**src/rtl/fw_local_intc_pkg.sv**
```systemverilog
// Local interrupt controller shared definitions:
// register map, access decode bundle and priority encoder.
package fw_local_intc_pkg;

  localparam logic [2:0] ADR_PENDING = 3'd0;
  localparam logic [2:0] ADR_MASK    = 3'd1;
  localparam logic [2:0] ADR_SWREQ   = 3'd2;
  localparam logic [2:0] ADR_EDGE    = 3'd3;
  localparam logic [2:0] ADR_CLAIM   = 3'd4;

  localparam int SWREQ_PEND_BIT = 31;
  localparam int CLAIM_W        = 5;

  typedef struct packed {
    logic wr_pend;
    logic wr_mask;
    logic wr_swreq;
    logic wr_edge;
    logic rd_claim;
  } acc_t;

  // Fixed priority, index 0 highest; returns id+1, 0 when empty.
  function automatic logic [CLAIM_W-1:0] prio_claim(
    input logic [31:0] v
  );
    logic [CLAIM_W-1:0] r;
    r = '0;
    for (int i = 30; i >= 0; i--) begin
      if (v[i]) r = CLAIM_W'(i + 1);
    end
    return r;
  endfunction

endpackage

```
**src/rtl/fw_intc_sync.sv**
```systemverilog
// Per-bit multi-flop synchroniser with async reset.
// STAGES=0 passes the input straight through.
module fw_intc_sync #(
  parameter int STAGES = 2,
  parameter int WIDTH  = 1
) (
  input  logic             clock,
  input  logic             reset,
  input  logic [WIDTH-1:0] d,
  output logic [WIDTH-1:0] q
);

  if (STAGES == 0) begin : g_bypass
    logic unused_clk;
    assign unused_clk = clock ^ reset;
    assign q = d;
  end else begin : g_sync
    logic [STAGES-1:0][WIDTH-1:0] ff_q;

    // shift raw inputs through the flop chain
    always_ff @(posedge clock or posedge reset) begin
      if (reset) begin
        ff_q <= '0;
      end else begin
        ff_q[0] <= d;
        for (int i = 1; i < STAGES; i++) begin
          ff_q[i] <= ff_q[i-1];
        end
      end
    end

    assign q = ff_q[STAGES-1];
  end

endmodule

```
**src/rtl/fw_local_intc_pri.sv**
```systemverilog
// Local interrupt controller: level/edge sources,
// mask, software request, claim with fixed priority.
module fw_local_intc_pri
  import fw_local_intc_pkg::*;
#(
  parameter int               N_SRCS      = 8,
  parameter bit               EN_MASK     = 1'b1,
  parameter logic [N_SRCS-1:0] EDGE_RST   = '0,
  parameter int               SYNC_STAGES = 2
) (
  input  logic              clock,
  input  logic              reset,
  input  logic [2:0]        r_adr,
  input  logic [31:0]       r_dat_w,
  output logic [31:0]       r_dat_r,
  input  logic              r_we,
  input  logic              r_valid,
  output logic              r_ready,
  input  logic [N_SRCS-1:0] src,
  output logic              irq
);

  logic [N_SRCS-1:0] s;
  logic [N_SRCS-1:0] prev_q;
  logic [N_SRCS-1:0] rise;
  logic [N_SRCS-1:0] edge_q;
  logic [N_SRCS-1:0] mask_q;
  logic [N_SRCS-1:0] edge_pend_q;
  logic [N_SRCS-1:0] edge_pend_d;
  logic [N_SRCS-1:0] pend;
  logic [N_SRCS-1:0] act;
  logic [N_SRCS-1:0] claim_oh;
  logic [N_SRCS-1:0] w1c_clr;
  logic [N_SRCS-1:0] edge_clr;
  logic [N_SRCS-1:0] claim_clr;
  logic [N_SRCS-1:0] wdat;
  logic [CLAIM_W-1:0] claim;
  logic              sw_req_q;
  logic              irq_q;
  acc_t              acc;
  logic              unused_ok;

  assign r_ready = 1'b1;
  assign irq     = irq_q;
  assign wdat    = r_dat_w[N_SRCS-1:0];

  fw_intc_sync #(
    .STAGES (SYNC_STAGES),
    .WIDTH  (N_SRCS)
  ) u_sync (
    .clock (clock),
    .reset (reset),
    .d     (src),
    .q     (s)
  );

  // previous synchronised value, tracked in every mode
  always_ff @(posedge clock or posedge reset) begin
    if (reset) prev_q <= '0;
    else       prev_q <= s;
  end

  assign rise = s & ~prev_q;
  assign pend = (s & ~edge_q) | (edge_pend_q & edge_q);
  assign act  = pend & mask_q;

  assign claim    = prio_claim(32'(act));
  assign claim_oh = act & (~act + N_SRCS'(1));

  // decode the bus access into one-hot actions
  always_comb begin
    acc = '0;
    if (r_valid) begin
      unique case (1'b1)
        r_we  && (r_adr == ADR_PENDING): acc.wr_pend  = 1'b1;
        r_we  && (r_adr == ADR_MASK):    acc.wr_mask  = 1'b1;
        r_we  && (r_adr == ADR_SWREQ):   acc.wr_swreq = 1'b1;
        r_we  && (r_adr == ADR_EDGE):    acc.wr_edge  = 1'b1;
        !r_we && (r_adr == ADR_CLAIM):   acc.rd_claim = 1'b1;
        default: ;
      endcase
    end
  end

  // clears only touch edge sources; a same-cycle rise wins
  always_comb begin
    w1c_clr     = acc.wr_pend ? (wdat & edge_q) : '0;
    edge_clr    = acc.wr_edge ? ~wdat : '0;
    claim_clr   = acc.rd_claim ? (claim_oh & edge_q) : '0;
    edge_pend_d = (edge_pend_q & ~(w1c_clr | edge_clr | claim_clr))
                | (rise & edge_q);
  end

  // edge pending latch
  always_ff @(posedge clock or posedge reset) begin
    if (reset) edge_pend_q <= '0;
    else       edge_pend_q <= edge_pend_d;
  end

  // trigger mode register
  always_ff @(posedge clock or posedge reset) begin
    if (reset)            edge_q <= EDGE_RST;
    else if (acc.wr_edge) edge_q <= wdat;
  end

  // software request bit
  always_ff @(posedge clock or posedge reset) begin
    if (reset)             sw_req_q <= 1'b0;
    else if (acc.wr_swreq) sw_req_q <= r_dat_w[0];
  end

  if (EN_MASK) begin : g_mask
    // writable mask, everything masked out of reset
    always_ff @(posedge clock or posedge reset) begin
      if (reset)            mask_q <= '0;
      else if (acc.wr_mask) mask_q <= wdat;
    end
  end else begin : g_nomask
    assign mask_q = '1;
  end

  // registered interrupt request
  always_ff @(posedge clock or posedge reset) begin
    if (reset) irq_q <= 1'b0;
    else       irq_q <= sw_req_q | (|act);
  end

  // combinational read mux, unused bits zero
  always_comb begin
    r_dat_r = '0;
    unique case (r_adr)
      ADR_PENDING: begin
        r_dat_r[N_SRCS-1:0]     = pend;
        r_dat_r[SWREQ_PEND_BIT] = sw_req_q;
      end
      ADR_MASK:  r_dat_r[N_SRCS-1:0]  = mask_q;
      ADR_SWREQ: r_dat_r[0]           = sw_req_q;
      ADR_EDGE:  r_dat_r[N_SRCS-1:0]  = edge_q;
      ADR_CLAIM: r_dat_r[CLAIM_W-1:0] = claim;
      default: ;
    endcase
  end

  assign unused_ok = ^{r_dat_w, acc.wr_mask};

endmodule
```
**config.mk**
```make
export PLATFORM = sky130hd
export DESIGN_NAME = fw_local_intc_pri
export DESIGN_NICKNAME = d
export VERILOG_FILES = /design/src/rtl/fw_local_intc_pkg.sv /design/src/rtl/fw_intc_sync.sv /design/src/rtl/fw_local_intc_pri.sv
export SDC_FILE = /design/constraint.sdc
export NUM_CORES = 1
export LEC_CHECK = 0
export CAP_MARGIN = 20
export CORE_MARGIN = 2
export CORE_UTILIZATION = 46
export DETAILED_ROUTE_END_ITERATION = 8
export MAX_ROUTING_LAYER = met4
export PLACE_DENSITY = 0.8
export SLEW_MARGIN = 5
export SYNTH_ARGS = -nofsm -noshare
export SYNTH_HDL_FRONTEND = slang
export SYNTH_SLANG_ARGS = --single-unit
```
**constraint.sdc**
```tcl
create_clock -name clock -period 2.4 [get_ports clock]
set_input_delay 0.48 -clock clock [delete_from_list [all_inputs] [get_ports clock]]
set_output_delay 0.48 -clock clock [all_outputs]
set_load 0.05 [all_outputs]
```
# Word level (Yosys, flattened, before mapping)

Cells that the tools add are included.

Bits in registers: 50
Bits of input ports: 47
Output and inout bits: 34
Logic and storage cells: 61

Add/subtract/negate cells: 1
Equal/unequal tests: 4
Muxes and demuxes: 21
Bitwise gates (word level): 19
Reduce and logical (&&, ||, !) cells: 8

Operators with widths:

| operator                                                               | count |
|---|---|
| 8-bit AND                                                              | 9 |
| 8-bit inverter                                                         | 5 |
| 8-bit OR                                                               | 4 |
| 8-bit two-way mux                                                      | 3 |
| 4-bit two-way mux                                                      | 5 |
| 5-bit two-way mux                                                      | 4 |
| 4-bit case mux with 4 select lines                                     | 1 |
| 3-bit case mux with 3 select lines                                     | 1 |
| 8-bit by 1-bit adder with 8-bit output (second input constant)         | 1 |
| 8-bit OR reduction                                                     | 1 |
| 3-bit by 2-bit equality test with 1-bit output (second input constant) | 2 |
| 1-bit two-way mux                                                      | 6 |
| 1-bit logical AND                                                      | 5 |
| 1-bit case mux with 5 select lines                                     | 1 |
| 3-bit by 1-bit equality test with 1-bit output (second input constant) | 1 |
| 3-bit equality test (second input constant)                            | 1 |
| 3-bit zero test                                                        | 1 |
| 1-bit zero test                                                        | 1 |
| 1-bit OR                                                               | 1 |

# Longest topological paths before layout

Depth in word-level cells: 13
Gate-level depth with buffers: 6
Depth with buffers taken out: 4

# Modules after synthesis

Synthesis repeated with hierarchy kept, for this count alone.

Cells, all modules: 252
Area, all modules: 2582.5 µm²

By module, submodules not included:

| module            | times used | cells each | area each (µm²) | sequential area each (µm²) |
|---|---|---|---|---|
| fw_local_intc_pri | 1          | 227        | 2118.3          | 850.8 |
| fw_intc_sync      | 1          | 25         | 464.2           | 400.4 |

# Worst setup path after synthesis

Ideal clock, no wire load.

Kind: input to output
Start point: in r_adr[0]
End point: out r_dat_r[0]
Data arrival time: 2.370 ns
Data required time: 1.920 ns
Path slack: -0.450 ns
Stages on the path: 5
Buffers on the path: 1
Cells stage by stage: buf_2 -> nor2_1 -> nand2_1 -> a211o_1 -> o21ai_0

Word-level cells in the longest chain between the ends: 2
Elaborated cells between the ends (all ways): 6
Classes of those cells: eq/ne: 4; mux: 1; reduce/logical: 1

Ends and longest elaborated chain:

| what                                        | line                     | RTL |
|---|---|---|
| from (decl)                                 | fw_local_intc_pri.sv:13  | `input logic [2:0] r_adr,` |
| 3-bit equality test (tied with other cells) | fw_local_intc_pri.sv:131 | `unique case (r_adr)` |
| 1-bit case mux with 5 select lines *        | fw_local_intc_pri.sv:131 |  |
| to (decl)                                   | fw_local_intc_pri.sv:15  | `output logic [31:0] r_dat_r,` |

Every way passes the cells marked *; elsewhere a longest branch is shown, timed or not.

# Final worst setup path

Start point: reg edge_q[1]
End point: out r_dat_r[1]

Word-level cells in the longest chain between the ends: 7
Elaborated cells between the ends (all ways): 8
Classes of those cells: mux: 3; bitwise: 5

Ends and longest elaborated chain:

| what                                 | line                     | RTL |
|---|---|---|
| from (decl)                          | fw_local_intc_pri.sv:26  | `logic [N_SRCS-1:0] edge_q;` |
| from (signal assigned)               | fw_local_intc_pri.sv:103 | `else if (acc.wr_edge) edge_q <= wdat;` |
| 8-bit inverter                       | fw_local_intc_pri.sv:64  | `assign pend = (s & ~edge_q) \| (edge_pend_q & edge_q);` |
| 8-bit AND                            | fw_local_intc_pri.sv:64  |  |
| 8-bit OR                             | fw_local_intc_pri.sv:64  |  |
| 8-bit AND                            | fw_local_intc_pri.sv:65  | `assign act = pend & mask_q;` |
| 5-bit two-way mux (2 in a row)       | fw_local_intc_pkg.sv:29  | `if (v[i]) r = CLAIM_W'(i + 1);` |
| 4-bit case mux with 4 select lines * | fw_local_intc_pri.sv:131 |  |

Marked as above.

==> impl_results.md <==
* Outcome: finished with violations
* Violated checks: negative setup slack
* Pwr Density at 696.7 nW/um^2
* Critical path arrival at approximately 1.9 ns
* Die extent in x at roughly 80 um
* Leakage power at roughly 1.5 nW
* Type of the worst setup path: reg -> out
* Die Outline Area at 6121 sq um
* Total of endpoints with negative setup slack in the final report at 1
* Number of input and output port buffers inserted at 32
* Total negative setup slack at -0.001197 ns
* Starting DRC count in detailed routing at 120
* Data required, critical path at 1.92 ns
* Mean area per synthesized cell at around 10 sq um
* Share of the cycle needed by the critical path after routing at 100.0%
* Post-synth EDFFs at 0
* Critical path fanouts, max at 3
* Pre-Repair DR Iteration Count at 4
* Buffering stage count on the worst path with inverters included at 1
* Cts bufs inserted at 5
* Worst clock skew at between 0.007 and 0.008 ns
* Area of the core at 5405 sq um
* Post-route setup slack at -0.001197 ns
* Power consumption at between 0.002 and 0.0025 W
* H-tree levels at 2
* Worst-skew pair later-pin latency at about 0.30 ns
* Post-Synthesis Cell Area at 2535 sq um
* Wire length of the first global-routing pass at between 9000 and 10000 um
* Synth top area share at 49.36%
* Syn-to-layout area delta at 32.63%
* Number of antenna violations at the first check in global routing at 0
* Setup repair after global routing missed its margin: yes
* Crit-path cells: mux2_4 -> a22o_4 -> o21bai_4 -> a41o_1 -> buf_12
* Hold Fails Final Rpt at 0
* Class of the worst hold path: reg -> reg
* Placed wire-length estimate at 4130 um
* Synth Register Bits at 50
* Routed via count divided by cell count at 5.313
* Number of distinct library cells after synthesis at 40
* Storage cell area at ~1300 sq um
* Global-route total usage across every layer at about a fifth
* Multi-input logic area at roughly 1200 sq um
* Yosys warnings at 0
* Largest voltage drop on the vdd net at 0.3599 mV
* Final routed wire length divided by cell count at 14.95 um
* Count of mapped cells out of synthesis at 250
* Aggregate routed wire length at between 5000 and 6000 um
* Startpoint class of the critical path: flip-flop
* Clk sinks at 50
* Number of fillers in the final layout at ~440
* Io pins at 81
* Synth area leaders: dfrtp_1 (49%), mux2_2 (8.0%), buf_4 (7.1%), nand2_1 (7.0%), a22oi_1 (2.7%)
* Std-Cell Rows at 27
* Async set or reset register ratio after synthesis at between 90% and 100%
* Largest stage delay on the critical path at approximately 0.40 ns
* Worst hold-check slack at 0.3463 ns
* Slack of the worst reg-to-reg path at 0.41 ns
* Maximum frequency from static timing analysis at between 400 and 500 MHz
* Max-cap check violation count at 0
* Number of remaining DRC errors at 0
* Leftover overflow at the end of global routing at 0
* Layout Cells excl Fill at 386
* Library cell contributing the largest single delay on the critical path: dfrtp_1
* Dominant cell type by area after synthesis: dfrtp_1
* Worst slack at placement at -0.2339 ns
* Routed vias at 2051
* Root buf cell: clkbuf_8
* Number of global-route vias before repair at slightly above 2000
* Most used flip-flop cell after synthesis: dfrtp_1
* TritonCTS clock tree: built
* Crit end category: primary output
* Initial core utilization at 46.90%
* Routability congestion estimate at 0.8828
* Die outline height at 78.24 um
* Final-report max-slew violation count at 0
* Final-stage net count at 362
* Number of cells after detailed placement at 367
* ANT nets after route at 0
* Kind of cell adding the most delay to the critical path: compound AO/OA/AOI/OAI gates
* Clock Pin Slew Worst Setup and Hold Paths at 0.08 ns
* Number of inserted diodes at 0
* Register area share after synthesis at between 40 and 50%
* Min Tclk post-route at ~2.4 ns
* Maximum clock insertion buffer count at 2
* Maximum number of pins on one net before global-route repair at 31
* Share of layout cells above drive strength 1 at 28.98%
==> registers in the layout, indices dropped and copies added (netlist names) <==
| name | cells |
|---|---|
| u_sync.q | 8 |
| irq | 1 |
| u_sync.g_sync.ff_q | 8 |
| edge_pend_q | 8 |
| mask_q | 8 |
| edge_q | 8 |
| sw_req_q | 1 |
| prev_q | 8 |
==> power by group <==
group,switching (W),internal [W]
Clock,0.000256,0.000223
Sequential,0.0000898,0.000946
Combinational,0.000440,0.000388
Total,0.000786,0.00156
==> logic make-up after synthesis <==
family          after synthesis  synth area share, %
simple gates                 83                15.70
other cells                   2               0.2963
mux                          20                9.279
buf+inv                      40                9.822
compound gates               55                15.55
flops                        50                49.36
==> path summary, 6_finish.rpt <==
path	startpoint	end	depth (start not counted)
worst max-delay path	edge_q[1]	r_dat_r[1]	5
worst min-delay path	u_sync.g_sync.ff_q[6]	u_sync.q[6]	0
worst max register to register	edge_q[1]	edge_pend_q[6]	5
worst min register to register	u_sync.g_sync.ff_q[6]	u_sync.q[6]	0
max in group asynchronous	reset	edge_q[7]	3
min in group asynchronous	reset	u_sync.q[6]	2
==> Yosys cell counts (2+ instances only) <==
cell / instances
conb_1: 2
a211o_1: 2
and2_1: 3
and3_1: 3
nand3b_1: 4
nand2_1: 47
o211ai_1: 4
mux2_2: 18
a21o_1: 2
a22o_1: 2
a21oi_1: 4
or4_1: 2
o31ai_1: 2
dfrtp_1: 50
inv_1: 7
o21ai_0: 11
nand3_1: 5
buf_4: 24
or4b_2: 2
o221ai_1: 3
nor3b_1: 3
o22ai_1: 5
a41o_1: 3
nor3_1: 3
clkbuf_1: 7
a22oi_1: 9
a2bb2oi_1: 2
nor2_1: 9
==> per-layer routing <==
| metal | share of wire, % | vias to the layer above | GRT usage (%) |
|---|---|---|---|
| met1 | 44 | 1002 | 25.30 |
| li1 | - | 963 | - |
| met4 | 2.3 | 0 | 9.474 |
| met2 | 49 | 72 | 33.53 |
| met3 | 5.1 | 14 | 3.448 |
| met5 | 0 | - | - |
==> timing repair <==
| action | 4_1_cts | 5_1_grt |
|---|---|---|
| hold buffers | 0 | 0 |
| pin swaps | 4 | 5 |
| endpoints found under the setup margin | 9 | 5 |
| gates resized for setup | 15 | 9 |
| setup buffers | 6 | 7 |
==> cells in the final DEF, fill, tap and decap left out, types with 2 or more instances in the layout <==
cell             netlist  layout
a211o_1                2       2
nor3_1                 3       3
buf_12                 0      10
o221ai_1               3       3
dlygate4sd2_1          0       2
nor2_1                 9       6
a22oi_2                0       3
conb_1                 2      24
o21ai_0               11      10
buf_6                  1       3
nor2_2                 0       3
inv_1                  7       6
or4b_2                 2       2
nand3_1                5       5
clkbuf_8               0       6
o22ai_1                5       5
nand3b_1               4       4
dfrtp_2                0       2
o31ai_1                2       2
mux2_4                 0       5
nor3b_1                3       2
or4_1                  2       2
and2_1                 3       3
a21o_1                 2       2
nand2_1               47      46
o211ai_1               4       4
clkdlybuf4s50_1        0      21
dfrtp_1               50      48
buf_4                 24      33
a21oi_1                4       3
mux2_2                18      13
a22oi_1                9       6
a41o_1                 3       3
and3_1                 3       3
==> layout make-up <==
class	count	area share, %
inverter	7	0.7815
clock buffer	6	2.456
multi-input combinational	182	35.69
timing repair buffer	69	21.10
sequential	50	37.29
tap	72	2.680
==> per-stage QoR <==
stage                     utilization [%]  cell area [sq um]
after floorplan                         -               2625
after global placement              57.27               3095
after detailed placement            57.27               3095
after CTS                           60.58               3274
after global routing                62.20               3362
final                               62.20               3362
Note: power is estimated with default switching activity, not from simulation.
